$ cat config.mk
export PLATFORM = sky130hd
export DESIGN_NAME = axi_rd_arbiter
export DESIGN_NICKNAME = d
export VERILOG_FILES = /design/src/rtl/axi_rd_arbiter.sv
export SDC_FILE = /design/constraint.sdc
export NUM_CORES = 1
export LEC_CHECK = 0
export CAP_MARGIN = 0
export CORE_UTILIZATION = 36
export CTS_BUF_LIST = sky130_fd_sc_hd__clkbuf_8
export DETAILED_ROUTE_END_ITERATION = 8
export PLACE_DENSITY = 0.84
export SYNTH_ARGS = -nofsm -noshare
export SYNTH_HDL_FRONTEND = slang
export SYNTH_SLANG_ARGS = --single-unit
$ cat constraint.sdc
create_clock -name aclk -period 2.6 [get_ports aclk]
set_input_delay 0.26 -clock aclk [delete_from_list [all_inputs] [get_ports aclk]]
set_output_delay 0.26 -clock aclk [all_outputs]
set_load 0.02 [all_outputs]
$ cat src/rtl/axi_rd_arbiter.sv
// Round-robin arbiter sharing one AXI3 read channel (AR/R) among N_REQ
// requesters. One transaction is outstanding at a time; the requester index
// is used as ARID, and R beats are steered back to the current owner.
module axi_rd_arbiter #(
    parameter int unsigned N_REQ = 3,
    parameter int unsigned ID_W  = 4
) (
    input  logic                 aclk,
    input  logic                 aresetn,
    input  logic [N_REQ-1:0]     req,
    input  logic [N_REQ*32-1:0]  req_addr,
    input  logic [N_REQ*4-1:0]   req_len,
    input  logic [N_REQ*3-1:0]   req_size,
    output logic [N_REQ-1:0]     gnt,
    output logic [N_REQ-1:0]     beat_valid,
    output logic [31:0]          beat_data,
    output logic                 beat_last,
    output logic [N_REQ-1:0]     done,
    output logic                 err,
    output logic [ID_W-1:0]      arid,
    output logic [31:0]          araddr,
    output logic [3:0]           arlen,
    output logic [2:0]           arsize,
    output logic [1:0]           arburst,
    output logic [1:0]           arlock,
    output logic [3:0]           arcache,
    output logic [2:0]           arprot,
    output logic                 arvalid,
    input  logic                 arready,
    input  logic [ID_W-1:0]      rid,
    input  logic [31:0]          rdata,
    input  logic [1:0]           rresp,
    input  logic                 rlast,
    input  logic                 rvalid,
    output logic                 rready
);

    localparam int unsigned IDX_W = (N_REQ > 1) ? $clog2(N_REQ) : 1;

    typedef enum logic [1:0] {IDLE, ADDR, DATA, DONE} state_e;

    state_e           state_q, state_d;
    logic [N_REQ-1:0] gnt_q, gnt_d;
    logic [IDX_W-1:0] last_q, last_d;
    logic [31:0]      araddr_q, araddr_d;
    logic [3:0]       arlen_q, arlen_d;
    logic [2:0]       arsize_q, arsize_d;
    logic [ID_W-1:0]  arid_q, arid_d;
    logic [3:0]       cnt_q, cnt_d;

    logic [31:0]      addr_a [N_REQ];
    logic [3:0]       len_a  [N_REQ];
    logic [2:0]       size_a [N_REQ];
    logic             pick_found;
    logic [IDX_W-1:0] pick_idx;
    logic             beat_fire;

    // Unpack the flat per-requester request buses into indexable arrays
    always_comb begin
        for (int unsigned i = 0; i < N_REQ; i++) begin
            addr_a[i] = req_addr[i*32 +: 32];
            len_a[i]  = req_len[i*4 +: 4];
            size_a[i] = req_size[i*3 +: 3];
        end
    end

    // Round-robin pick: first set req bit scanning upward from last+1 with wrap
    always_comb begin
        int unsigned      cand;
        logic [IDX_W-1:0] cidx;
        pick_found = 1'b0;
        pick_idx   = '0;
        cand       = 0;
        cidx       = '0;
        for (int unsigned k = 1; k <= N_REQ; k++) begin
            cand = (32'(last_q) + k) % N_REQ;
            cidx = IDX_W'(cand);
            if (!pick_found && req[cidx]) begin
                pick_found = 1'b1;
                pick_idx   = cidx;
            end
        end
    end

    // State register
    always_ff @(posedge aclk or negedge aresetn) begin
        if (!aresetn) state_q <= IDLE;
        else          state_q <= state_d;
    end

    // Next-state logic
    always_comb begin
        state_d = state_q;
        case (state_q)
            IDLE:    if (pick_found) state_d = ADDR;
            ADDR:    if (arready) state_d = DATA;
            DATA:    if (beat_fire && rlast) state_d = DONE;
            DONE:    state_d = IDLE;
            default: state_d = IDLE;
        endcase
    end

    // Output logic: handshakes, beat steering and protocol error detection
    always_comb begin
        arvalid    = (state_q == ADDR);
        rready     = (state_q == DATA);
        beat_fire  = rvalid && rready;
        beat_valid = beat_fire ? gnt_q : '0;
        beat_data  = rdata;
        beat_last  = beat_fire && rlast;
        done       = (state_q == DONE) ? gnt_q : '0;
        err        = beat_fire && ((rresp != 2'b00) || (rid != arid_q) ||
                                   (rlast && (cnt_q != arlen_q)) ||
                                   (!rlast && (cnt_q == arlen_q)));
    end

    // Datapath next values: capture owner request on grant, count beats
    always_comb begin
        gnt_d    = gnt_q;
        last_d   = last_q;
        araddr_d = araddr_q;
        arlen_d  = arlen_q;
        arsize_d = arsize_q;
        arid_d   = arid_q;
        cnt_d    = cnt_q;
        case (state_q)
            IDLE: begin
                if (pick_found) begin
                    gnt_d           = '0;
                    gnt_d[pick_idx] = 1'b1;
                    last_d          = pick_idx;
                    araddr_d        = addr_a[pick_idx];
                    arlen_d         = len_a[pick_idx];
                    arsize_d        = size_a[pick_idx];
                    arid_d          = ID_W'(pick_idx);
                end
            end
            ADDR:    if (arready) cnt_d = '0;
            DATA:    if (beat_fire) cnt_d = cnt_q + 4'd1;
            DONE:    gnt_d = '0;
            default: ;
        endcase
    end

    // Datapath registers; pointer resets to N_REQ-1 so requester 0 wins first
    always_ff @(posedge aclk or negedge aresetn) begin
        if (!aresetn) begin
            gnt_q    <= '0;
            last_q   <= IDX_W'(N_REQ - 1);
            araddr_q <= '0;
            arlen_q  <= '0;
            arsize_q <= '0;
            arid_q   <= '0;
            cnt_q    <= '0;
        end else begin
            gnt_q    <= gnt_d;
            last_q   <= last_d;
            araddr_q <= araddr_d;
            arlen_q  <= arlen_d;
            arsize_q <= arsize_d;
            arid_q   <= arid_d;
            cnt_q    <= cnt_d;
        end
    end

    assign gnt     = gnt_q;
    assign araddr  = araddr_q;
    assign arlen   = arlen_q;
    assign arsize  = arsize_q;
    assign arid    = arid_q;
    assign arburst = 2'b01;
    assign arlock  = '0;
    assign arcache = '0;
    assign arprot  = '0;

endmodule
==> results <==
[how the worst max path moves through the flow]
stage	from	to	slack [ns]
final	last_q[1]	arlen[0]	0.12
after global routing	last_q[1]	araddr[30]	0.003
after CTS	cnt_q[2]	err	0.04
after detailed placement	last_q[1]	araddr[12]	-0.13
after global placement	last_q[1]	araddr[4]	0.10
after floorplan	last_q[0]	state_q[1]	0.31
[state kept, by name, summed over array words and instances (netlist names)]
name	flops
state_q	2
gnt	3
cnt_q	4
arlen	4
arid	1
arsize	3
last_q	2
araddr	32
[per-layer routing]
metal / vias up / share of wire (%)
li1: 1719 / -
met5: - / 0
met4: 0 / 2.2
met3: 27 / 6.2
met2: 166 / 53
met1: 1795 / 39
[cells in the mapped netlist (2+ instances only)]
cell type	instances	area [µm²]
nand2_1	82	307.8
dfrtp_1	50	1251
buf_4	48	360.4
a31oi_1	38	237.7
o31ai_1	38	285.3
or2_2	37	231.5
buf_2	11	55.05
clkbuf_1	10	37.54
inv_1	10	37.54
ha_1	9	112.6
o21ai_0	7	35.03
nor2_1	6	22.52
and3_1	5	31.28
nor3_1	5	25.02
a22o_1	4	35.03
buf_6	4	45.04
mux2i_1	4	40.04
nand2b_1	4	25.02
nand3_1	4	20.02
xor2_1	4	35.03
a21o_1	3	22.52
a21oi_1	3	15.01
and2_1	3	18.77
mux2_2	3	33.78
xnor2_1	3	26.28
conb_1	2	7.510
nor2b_1	2	12.51
nor4_1	2	12.51
[power groups by stage]
| stage | Sequential [µW] | Clock [µW] | Combinational, µW |
|---|---|---|---|
| 2_1_floorplan | 1820 | 0 | 2920 |
| 3_3_place_gp | 1460 | 0 | 5020 |
| 3_5_place_dp | 1470 | 0 | 5180 |
| 4_1_cts | 1460 | 485 | 5430 |
| 5_1_grt | 1510 | 515 | 5990 |
| 6_report | 1460 | 470 | 5540 |
[cells in the final DEF (no fill, tap or decap), types with 3 or more instances in the layout]
master | netlist | layout
clkdlybuf4s50_1 | 0 | 183
nand2_1 | 82 | 82
dfrtp_1 | 50 | 50
o31ai_1 | 38 | 38
or2_2 | 37 | 37
a31oi_1 | 38 | 37
buf_4 | 48 | 16
conb_1 | 2 | 13
inv_1 | 10 | 10
ha_1 | 9 | 9
o21ai_0 | 7 | 7
nor2_1 | 6 | 6
clkbuf_8 | 0 | 6
and3_1 | 5 | 5
buf_12 | 0 | 5
and2_1 | 3 | 4
xor2_1 | 4 | 4
nand2b_1 | 4 | 4
mux2i_1 | 4 | 4
nand3_1 | 4 | 4
nor3_1 | 5 | 4
a22o_1 | 4 | 4
xnor2_1 | 3 | 3
a21oi_4 | 1 | 3
mux2_2 | 3 | 3
a21oi_1 | 3 | 3
a21o_1 | 3 | 3
[worst reg2reg max path, cell delays in order, from the launching register on]
cell	delay [ns]
dfstp_2	0.55
inv_1	0.07
ha_1	0.27
mux2i_1	0.17
mux2_2	0.33
buf_4	0.16
a31oi_4	0.22
and2_1	0.25
buf_8	0.21
a31oi_1	0.12
[final cells by class]
class / count / share of cell area [%]
multi-input combinational: 299 / 34.05
clock inverter: 1 / 0.09009
tap: 133 / 2.996
inverter: 10 / 0.6757
sequential: 51 / 23.00
timing repair buffer: 208 / 37.70
clock buffer: 6 / 1.486
[stage by stage]
step	util, %	hold WS [ns]	setup slack, ns
final	57.10	0.04988	0.1197
after global routing	57.10	0.1207	0.003326
after CTS	56.56	0.06975	0.03675
after detailed placement	55.13	0.4046	-0.1293
after global placement	55.13	0.3854	0.1013
after floorplan	-	-0.03559	0.3090
[cell families (layout without fill, tap and decap cells)]
logic type / Yosys count / in the layout / synth area share, %
compound gates: 106 / 107 / 21.37
mux: 8 / 8 / 2.471
flops: 51 / 51 / 35.54
other cells: 2 / 13 / 0.2089
fa+ha+maj: 9 / 9 / 3.133
buf+inv: 83 / 225 / 14.90
xor+xnor: 7 / 7 / 1.706
simple gates: 155 / 155 / 20.68
[repair_timing]
action	CTS	global route
pin swaps	1	0
setup endpoints to repair	19	26
cloned	1	0
resized for setup	0	9
setup buffers	4	0
==> summary.txt <==
Synth
  • FF+latch count, synth: slightly above 50
  • Async S/R FF share, synth: 100.0%
  • Yosys warnings: 0
  • Syn Area/Cell: between 8 and 9 µm²
  • Synth Flop Type: dfrtp_1
  • Synth unique cells: between 40 and 50
  • Post-synth EDFFs: 0
  • Seq/Total Area, Yosys: roughly 36%
  • Post-Syn Instances: around 420
  • Post-Syn Area: approximately 0.0036 mm²

STA
  • Slew @ Worst Pin: 0.8150 ns
  • Final Setup Violations: 0
  • Hold Vio Cnt, Final: 0
  • Setup TNS: 0 ns
  • F_max: slightly above 400 MHz
  • Slew Viols, Final: 0
  • Final period utilization: a little over nine tenths
  • Clk_skew: approximately 0.0040 ns
  • RSZ-0062 raised after global routing: false
  • Min Tclk post-route: ~2.5 ns
  • Slew HR: 45.67%

Place
  • Port bufs: 184
  • Routability Congestion: 0.8054
  • HPWL after DPL: ~9000 µm
  • Cell Area, Placed: 0.005364 mm²
  • Placed insts: 696

CTS
  • CTS Sinks: 51
  • H-tree levels: 2
  • Hold-fix buffers, CTS: 0
  • Clk buf depth: 2
  • Worst skew pair latency: ~0.30 ns
  • Clock Tree Root: clkbuf_8
  • CTS clk-pin slew, worst paths: ~0.090 ns
  • CTS tree: built
  • Num CTS Buffers: 5

Global route
  • Largest net degree at the start of global routing: 36
  • First-pass GRT wire length: ~19000 µm
  • M1 GR Usage: 27.07%
  • Vias in the first global route: 3829
  • GRT overflow: 0
  • Initial antenna violation count: 0
  • Global-route track usage on met3: about 3.9%
  • M2 GR Usage: a little over two fifths
  • All-Layer GR Usage: a little under a quarter
  • Busiest grt layer: met2

Floorplan
  • Initial Util: 36.95%
  • Chip Height: between 100 and 150 µm
  • Die Footprint: slightly above 0.01 mm²
  • Core area: ~0.0097 mm²
  • Ports: 262
  • Die W: around 100 µm
  • Site row count: 36

Worst setup path
  • Critical Path Sink Type: flip-flop
  • Max FO, Critical Path: 20
  • Setup slack, reg-to-reg: approximately 0.12 ns
  • WP depth: 9
  • Worst path cell trace: inv_1 -> ha_1 -> mux2i_1 -> mux2_2 -> buf_4 -> a31oi_4 -> and2_1 -> buf_8 -> a31oi_1
  • Worst R2R End: arlen[0]
  • Setup crit start kind: flip-flop
  • CP arrival: ~2.7 ns
  • Worst reg2reg startpoint: last_q[1]
  • CP peak stage delay: ~0.55 ns
  • Slowest CP cell: dfstp_2
  • Buffers plus inverters on the worst setup path: 3
  • Crit-path leading delay family: flip-flops
  • Critical Path RT: between 2 and 3 ns
  • Setup CP Type: flip-flop to flip-flop
  • R2R depth: 9

Route
  • Routed via count: roughly 3700
  • DRC viols: 0
  • Via density: approximately 5.2
  • Pre-antenna DRT Iters: 4
  • Drt first-iter violations: roughly 180
  • WL/cell: approximately 18 µm
  • DRT Wirelength: 12440 µm
  • Remaining antenna violation count: 0

Layout
  • Fill count: around 890
  • Area Growth Syn to Fin: 54.54%
  • Layout cells sized above 1: around 15%
  • Number of diodes: 0
  • Final instance area: 0.005555 mm²
  • Area of the multi-input gates: about 0.0019 mm²
  • Final std cells w/o fill: about 710
  • Post-layout nets: around 750
  • Reg area: around 0.0013 mm²

Power
  • Sw Pwr: 3531 µW
  • Max IR drop VDD: about 0.00076 V
  • Pwr Density: between 1000 and 1500 mW/mm²
  • Clock network fraction of total power: roughly 6.3%
  • Pleak: between 0.002 and 0.0025 µW
  • Switching Share: 47.27%
  • Seq pwr share: about 20%
  • Internal: between 3000 and 4000 µW
  • Combinational fraction of design power: about three quarters
  • Design Power: 7471 µW

Min path
  • Tightest Hold Check Type: input pin to asynchronous set/reset pin

Outcome
  • Status: finished, final reports clean

Run
  • Max_cap viols: 0
Power figures use the tool's default switching activity.
